### src/rtl/ld_st_buffer.sv
// In-order load/store queue: captures operands from the CDB, waits for ROB commit on stores,
// and issues one registered data-memory request per cycle from the head only.
module ld_st_buffer #(
    parameter int DEPTH = 4
) (
    input  logic        clk,
    input  logic        rst,

    input  logic        alloc_valid,
    input  logic        alloc_is_store,
    input  logic [4:0]  alloc_ROBEN,
    input  logic [4:0]  alloc_Qj,
    input  logic [4:0]  alloc_Qk,
    input  logic [31:0] alloc_Vj,
    input  logic [31:0] alloc_Vk,
    input  logic [31:0] alloc_imm,
    output logic        full,

    input  logic        CDB_valid,
    input  logic [4:0]  CDB_ROBEN,
    input  logic [31:0] CDB_Result,

    input  logic        commit_valid,
    input  logic [4:0]  commit_ROBEN,
    input  logic        flush,

    output logic [4:0]  DM_ROBEN,
    output logic        DM_Read_en,
    output logic        DM_Write_en,
    output logic [31:0] DM_address,
    output logic [31:0] DM_data
);

    localparam int PTR_W = $clog2(DEPTH);
    localparam int CNT_W = PTR_W + 1;
    localparam logic [CNT_W-1:0] DEPTH_CNT = CNT_W'(DEPTH);

    typedef struct packed {
        logic        is_store;
        logic [4:0]  roben;
        logic [4:0]  qj;
        logic [31:0] vj;
        logic [4:0]  qk;
        logic [31:0] vk;
        logic [31:0] imm;
    } entry_t;

    entry_t             ent_q [DEPTH];
    entry_t             ent_d [DEPTH];
    logic [DEPTH-1:0]   valid_q, valid_d;
    logic [DEPTH-1:0]   committed_q, committed_d;
    logic [PTR_W-1:0]   head_q, head_d;
    logic [PTR_W-1:0]   tail_q, tail_d;
    logic [CNT_W-1:0]   count_q, count_d;

    logic [4:0]         dm_roben_q, dm_roben_d;
    logic               dm_read_q, dm_read_d;
    logic               dm_write_q, dm_write_d;
    logic [31:0]        dm_addr_q, dm_addr_d;
    logic [31:0]        dm_data_q, dm_data_d;

    logic               alloc_ok;
    logic               issue;
    logic               cdb_hit;
    logic               commit_hit;
    entry_t             hd;
    entry_t             new_ent;

    assign full = (count_q == DEPTH_CNT);

    always_comb begin
        // NOTE: every variable gets a default first so no path leaves one unassigned (no latches).
        ent_d       = ent_q;
        valid_d     = valid_q;
        committed_d = committed_q;
        head_d      = head_q;
        tail_d      = tail_q;
        count_d     = count_q;
        dm_roben_d  = dm_roben_q;
        dm_read_d   = 1'b0;
        dm_write_d  = 1'b0;
        dm_addr_d   = dm_addr_q;
        dm_data_d   = dm_data_q;
        new_ent     = '0;

        alloc_ok   = alloc_valid && !full;
        cdb_hit    = CDB_valid && (CDB_ROBEN != 5'd0);
        commit_hit = commit_valid && (commit_ROBEN != 5'd0);

        hd    = ent_q[head_q];
        issue = valid_q[head_q] && (hd.qj == 5'd0) &&
                (!hd.is_store || ((hd.qk == 5'd0) && committed_q[head_q]));

        // Wake-up and commit marking on resident entries.
        for (int i = 0; i < DEPTH; i++) begin
            if (valid_q[i]) begin
                if (cdb_hit && (ent_q[i].qj == CDB_ROBEN)) begin
                    ent_d[i].qj = 5'd0;
                    ent_d[i].vj = CDB_Result;
                end
                if (cdb_hit && (ent_q[i].qk == CDB_ROBEN)) begin
                    ent_d[i].qk = 5'd0;
                    ent_d[i].vk = CDB_Result;
                end
                if (commit_hit && (ent_q[i].roben == commit_ROBEN))
                    committed_d[i] = 1'b1;
            end
        end

        if (issue) begin
            valid_d[head_q]     = 1'b0;
            committed_d[head_q] = 1'b0;
            head_d              = head_q + PTR_W'(1);
            dm_roben_d          = hd.roben;
            dm_addr_d           = hd.vj + hd.imm;
            dm_read_d           = !hd.is_store;
            dm_write_d          = hd.is_store;
            if (hd.is_store)
                dm_data_d = hd.vk;
        end

        // Operands broadcast in the allocation cycle are captured as ready.
        if (alloc_ok) begin
            new_ent.is_store = alloc_is_store;
            new_ent.roben    = alloc_ROBEN;
            new_ent.qj       = alloc_Qj;
            new_ent.vj       = alloc_Vj;
            new_ent.qk       = alloc_Qk;
            new_ent.vk       = alloc_Vk;
            new_ent.imm      = alloc_imm;
            if (cdb_hit && (alloc_Qj == CDB_ROBEN)) begin
                new_ent.qj = 5'd0;
                new_ent.vj = CDB_Result;
            end
            if (cdb_hit && (alloc_Qk == CDB_ROBEN)) begin
                new_ent.qk = 5'd0;
                new_ent.vk = CDB_Result;
            end
            ent_d[tail_q]       = new_ent;
            valid_d[tail_q]     = 1'b1;
            committed_d[tail_q] = commit_hit && (commit_ROBEN == alloc_ROBEN);
            tail_d              = tail_q + PTR_W'(1);
        end

        count_d = count_q + CNT_W'(alloc_ok) - CNT_W'(issue);

        // Flush wins over everything computed above; DM payload keeps its last value.
        if (flush) begin
            valid_d     = '0;
            committed_d = '0;
            head_d      = '0;
            tail_d      = '0;
            count_d     = '0;
            dm_read_d   = 1'b0;
            dm_write_d  = 1'b0;
            dm_roben_d  = dm_roben_q;
            dm_addr_d   = dm_addr_q;
            dm_data_d   = dm_data_q;
        end
    end

    always_ff @(posedge clk or negedge rst) begin
        if (!rst) begin
            valid_q     <= '0;
            committed_q <= '0;
            head_q      <= '0;
            tail_q      <= '0;
            count_q     <= '0;
            dm_roben_q  <= '0;
            dm_read_q   <= 1'b0;
            dm_write_q  <= 1'b0;
            dm_addr_q   <= '0;
            dm_data_q   <= '0;
        end else begin
            // NOTE: sequential state uses non-blocking assignments only.
            valid_q     <= valid_d;
            committed_q <= committed_d;
            head_q      <= head_d;
            tail_q      <= tail_d;
            count_q     <= count_d;
            dm_roben_q  <= dm_roben_d;
            dm_read_q   <= dm_read_d;
            dm_write_q  <= dm_write_d;
            dm_addr_q   <= dm_addr_d;
            dm_data_q   <= dm_data_d;
        end
    end

    // NOTE: entry payload is storage qualified by valid_q, so it is deliberately left unreset.
    always_ff @(posedge clk) begin
        ent_q <= ent_d;
    end

    assign DM_ROBEN    = dm_roben_q;
    assign DM_Read_en  = dm_read_q;
    assign DM_Write_en = dm_write_q;
    assign DM_address  = dm_addr_q;
    assign DM_data     = dm_data_q;

endmodule
### config.mk
export PLATFORM = sky130hd
export DESIGN_NAME = ld_st_buffer
export DESIGN_NICKNAME = d
export VERILOG_FILES = /design/src/rtl/ld_st_buffer.sv
export SDC_FILE = /design/constraint.sdc
export NUM_CORES = 1
export LEC_CHECK = 0
export BUFFER_PORTS_ARGS = -buffer_cell sky130_fd_sc_hd__buf_2
export CAP_MARGIN = 10
export CELL_PAD_IN_SITES_DETAIL_PLACEMENT = 0
export CELL_PAD_IN_SITES_GLOBAL_PLACEMENT = 1
export CORE_ASPECT_RATIO = 0.75
export CORE_UTILIZATION = 45
export DETAILED_ROUTE_END_ITERATION = 8
export PLACE_DENSITY = 0.79
export SYNTH_ARGS = -nofsm -noshare
export SYNTH_HDL_FRONTEND = slang
export SYNTH_SLANG_ARGS = --single-unit
### constraint.sdc
create_clock -name clk -period 11.8 [get_ports clk]
set_input_delay 2.95 -clock clk [delete_from_list [all_inputs] [get_ports clk]]
set_output_delay 2.95 -clock clk [all_outputs]
set_load 0.05 [all_outputs]
# == Word level (Yosys, flattened, before mapping) ==
# Index checks and enable logic that the tools add are counted.
# totals
regBits,534
inputBits,160
out_inout_bits,72
elab_cells,163
# classes
add_sub_neg,5
n_lt_le_gt_ge,7
eq_ne,16
n_mux,55
bitwise_logic,7
reduce_logical,35
# op_table
op,n
$bwmux 448,1
$mux 37,12
$mux 442,1
$mux 112,3
$mux 74,4
$bmux 112 s2,1
$demux 112 s2,1
$eq 5x5->1,15
$add 32x32->32,1
$logic_and 1x1->1,24
$mux 4,6
$mux 1,16
$logic_not 5->1,2
$reduce_bool 5->1,2
$and 4x4->4,2
$mux 2,4
$ge 3x3->1 const B,2
$lt 2x3->1 const B,2
$not 2->3,2
$add 2x1->2 const B,2
$bmux 1 s2,2
$bwmux 4,1
$demux 1 s2,2
$ge 2x1->1 const B,2
other kinds (13),15

# == Logic depth before layout (Yosys ltp) ==
# logic_depth
ltp_word,12
ltp_mapped,14

# == Worst setup path after synthesis ==
# No wires, ideal clock.
# synth_timing
path_kind,input port to flip-flop
startpoint,input alloc_valid
endpoint,register ent_q[370] (netlist name)
setup_time_ns,0.116
arrival_time_ns,5.066
t_required_ns,11.684
setup_slack_ns,6.619
stages,8
path_cell_list,nor2b_1 -> clkbuf_1 -> nand2_1 -> inv_1 -> nand2_1 -> clkbuf_1 -> o22ai_1 -> nor2_1
# synth_lines
element,line_no,text
from (decl),9,"input logic alloc_valid,"
to (signal assigned),191,ent_q <= ent_d;
to (decl),48,entry_t ent_q [DEPTH];

==> results.ini <==
[outcome]
status = finished clean

[clock_network]
clock-sinks = 534
hold_buffers = 0
clock_latency_ps = 610
cts_root_buf = clkbuf_16
cts_resized = 0
cts_buffers = 53
clockBufferDepth = 3
clkTransAtPathRegs_ps = 60
cts_setup_buffers = 0
cts-htree-levels = 2
cts_tree = yes

[sta]
fin_crit_ps = 5910
relSlewSlack = 0.278
tightest_slew_ps = 1080
hold_viol_final = 0
fmax_mhz = 169
min_period_over_period = 0.501
clock_skew_ps = 21.2
rsz0062_at_grt = false
setup_viol = 0
slew_violations = 0
fin_tns_setup_ps = 0

[detailed_routing]
antenna_left = 0
via_per_inst = 5.98
num_vias = 18800
wl_per_cell_um = 23.9
drc = 0
routed_wl_um = 75200
initialDrtViolationCount = 1977
drtPass1Iterations = 6

[floorplanning]
die_area_sq_mm = 0.0540
die_w_um = 268
start_util = 0.460
rows = 72
core_sq_mm = 0.0520
die_h_um = 202
ios = 232

[critical_path]
worstPathArrival_ps = 6450
cp_max_fo = 33
crit_chain = buf_2 -> nor2b_1 -> nand2_1 -> inv_2 -> buf_12 -> nor2_1 -> nor2_2 -> buf_4 -> nor2_1 -> nor2_1
max_stage_delay_ps = 700
ff2ff_path_depth = 11
crit_family = simple AND/OR/NAND/NOR gates
cpMaxStageDelayCell = nor2_2
critPathKind = in2reg
rr_startpoint = head_q[1]
r2r_end = DM_address[31]
required_ps = 12340
cp.depth = 10
cpMostUsedCell = nor2_1
critPathLaunchType = input pin
crit_end = ent_q[173]
r2r_slack_ps = 6590
timing.critical_path.from = alloc_valid
critPathBufInv = 4
critPathCaptureType = register

[hold_path]
hold_path_class = reg2reg
min_from = DM_ROBEN[1]

[pwr]
peakVddDrop_v = 0.000157
pwr-share-seq = 0.408
p_int_mw = 4.53
pwr-share-clk = 0.228
power.density_mw_per_mm2 = 270
combPwrFrac = 0.365
leakagePower_nw = 11.0
swShare = 0.379
p_sw_mw = 2.77

[finish]
instances_no_fill = 3149
syn2layout_area_growth_pct = 13.1
drive_gt1_frac = 0.204
multi_input_area_sq_mm = 0.0104
fin_nets = 2602
utilization = 0.520
fill_cells = 4623
seq_area_sq_mm = 0.0126

[yosys]
synth-edff-count = 152
netlist_instances = 2259
yosys_warnings = 0
syn_nets = 2462
ys_ff_latch = 534
postSynth.asyncResetShare = 0.161
syn-cell-area_sq_mm = 0.0239
yosysSeqAreaShare = 0.529
syn_area_per_cell_sq_um = 10.6
synthFlopType = dfxtp_1
ys_types = 64

[global_route]
grt_usage = 0.279
grt_max_degree = 68
grt_pass1_vias = 18400
antenna_found_initial = 15
overflow = 0
grt_pass1_wl_um = 114000

[placement]
routabilityCongestion = 0.867
dp.cells = 3045
dpl.hpwl_um = 48500
io_buffers = 231

[job]
max_cap_violations = 0

[placed cells by master (no fill, tap or decap), drive strengths merged, types with 7 or more instances in the layout]
master | netlist | routed
edfxtp | 152 | 152
nor3 | 16 | 16
dfxtp | 296 | 296
buf | 84 | 252
nand3 | 50 | 50
clkbuf | 84 | 86
a21o | 8 | 8
o22ai | 257 | 257
xnor2 | 29 | 29
o21ai | 91 | 91
a21oi | 34 | 34
inv | 18 | 19
mux2 | 35 | 35
nor2 | 574 | 574
ha | 41 | 41
a31oi | 7 | 7
xor2 | 83 | 83
mux4 | 102 | 102
nand2 | 110 | 110
clkinv | 0 | 9
nand4 | 18 | 18
nor4 | 10 | 10
dfrtp | 86 | 86
[stage by stage]
stage               setup slack [ps]  total power, mW  hold slack, ps  area [sq um]
floorplan                       6620             4.84             455         23900
global placement                5120             5.52             451         25300
detailed placement              4880             5.61             456         25300
CTS                             5480             7.28             471         27000
global route                    5700             7.70             510         27000
finish                          5890             7.30             467         27000
[routing by layer]
layer  vias up  share of wire  GRT usage
li1       8441              -          -
met1      9245           0.42      0.393
met2       980           0.45      0.430
met3       137          0.096     0.0643
met4        22          0.024     0.0788
met5         -         0.0017          0
[kinds of logic (layout without fill, tap and decap cells)]
kind of cell	after synthesis	count (layout)	synth area share
xor gates and xnor gates	112	112	0.0411
DFF	534	534	0.529
and+or+nand+nor	806	806	0.138
buffers and inverters	186	368	0.0377
AOI/OAI and AO/OA	440	440	0.113
adders and majority gates	43	43	0.0232
muxes	138	138	0.118
other	0	5	0
[worst register-to-register path, cell delays in order (launching register included)]
cell and delay, ps:
dfrtp_4 730, buf_4 530, buf_4 720, mux4_2 450, ha_1 370, nand2_1 140
o311a_1 410, o31a_1 340, o21ai_0 680, a31oi_1 330, mux2_2 310, nand3_1 80
[synth_stat cells (all sizes together) (29+ instances only)]
| library cell | n | share of area |
|---|---|---|
| nor2 | 574 | 0.090 |
| dfxtp | 296 | 0.25 |
| o22ai | 257 | 0.067 |
| edfxtp | 152 | 0.19 |
| nand2 | 110 | 0.017 |
| mux4 | 102 | 0.096 |
| o21ai | 91 | 0.019 |
| dfrtp | 86 | 0.090 |
| buf | 84 | 0.022 |
| clkbuf | 84 | 0.013 |
| xor2 | 83 | 0.030 |
| nand3 | 50 | 0.010 |
| ha | 41 | 0.021 |
| mux2 | 35 | 0.021 |
| a21oi | 34 | 0.0071 |
| xnor2 | 29 | 0.011 |
[sequential cells by signal (all words and copies together), names as in the netlist]
| name | count |
|---|---|
| valid_q | 4 |
| DM_data | 32 |
| ent_q | 448 |
| DM_ROBEN | 5 |
| tail_q | 2 |
| count_q | 3 |
| head_q | 2 |
| DM_address | 32 |
| committed_q | 4 |
| DM_Write_en | 1 |
| DM_Read_en | 1 |
[power groups by stage]
stage                     combinational [mW]  clock [mW]  sequential [mW]
after CTS                               2.63        1.68             2.97
after floorplan                         1.58           0             3.25
final                                   2.66        1.66             2.98
after detailed placement                2.62           0             3.00
after global routing                    2.89        1.76             3.05
after global placement                  2.56           0             2.96
[worst min-delay path by stage]
stage	cells after the start	endpoint
after floorplan	2	ent_q[144]
after global routing	2	ent_q[53]
final	2	DM_ROBEN[1]
after detailed placement	2	DM_ROBEN[1]
after global placement	2	DM_ROBEN[1]
after CTS	2	DM_ROBEN[1]
[final cells by class]
type / instances / area share
sequential: 534 / 0.468
multi-input combinational: 1539 / 0.385
clock buffer: 85 / 0.0574
timing repair buffer: 253 / 0.0494
tap: 703 / 0.0326
clock inverter: 12 / 0.00412
inverter: 18 / 0.00250
antenna: 5 / 0.000463
Power figures use the tool's default switching activity.
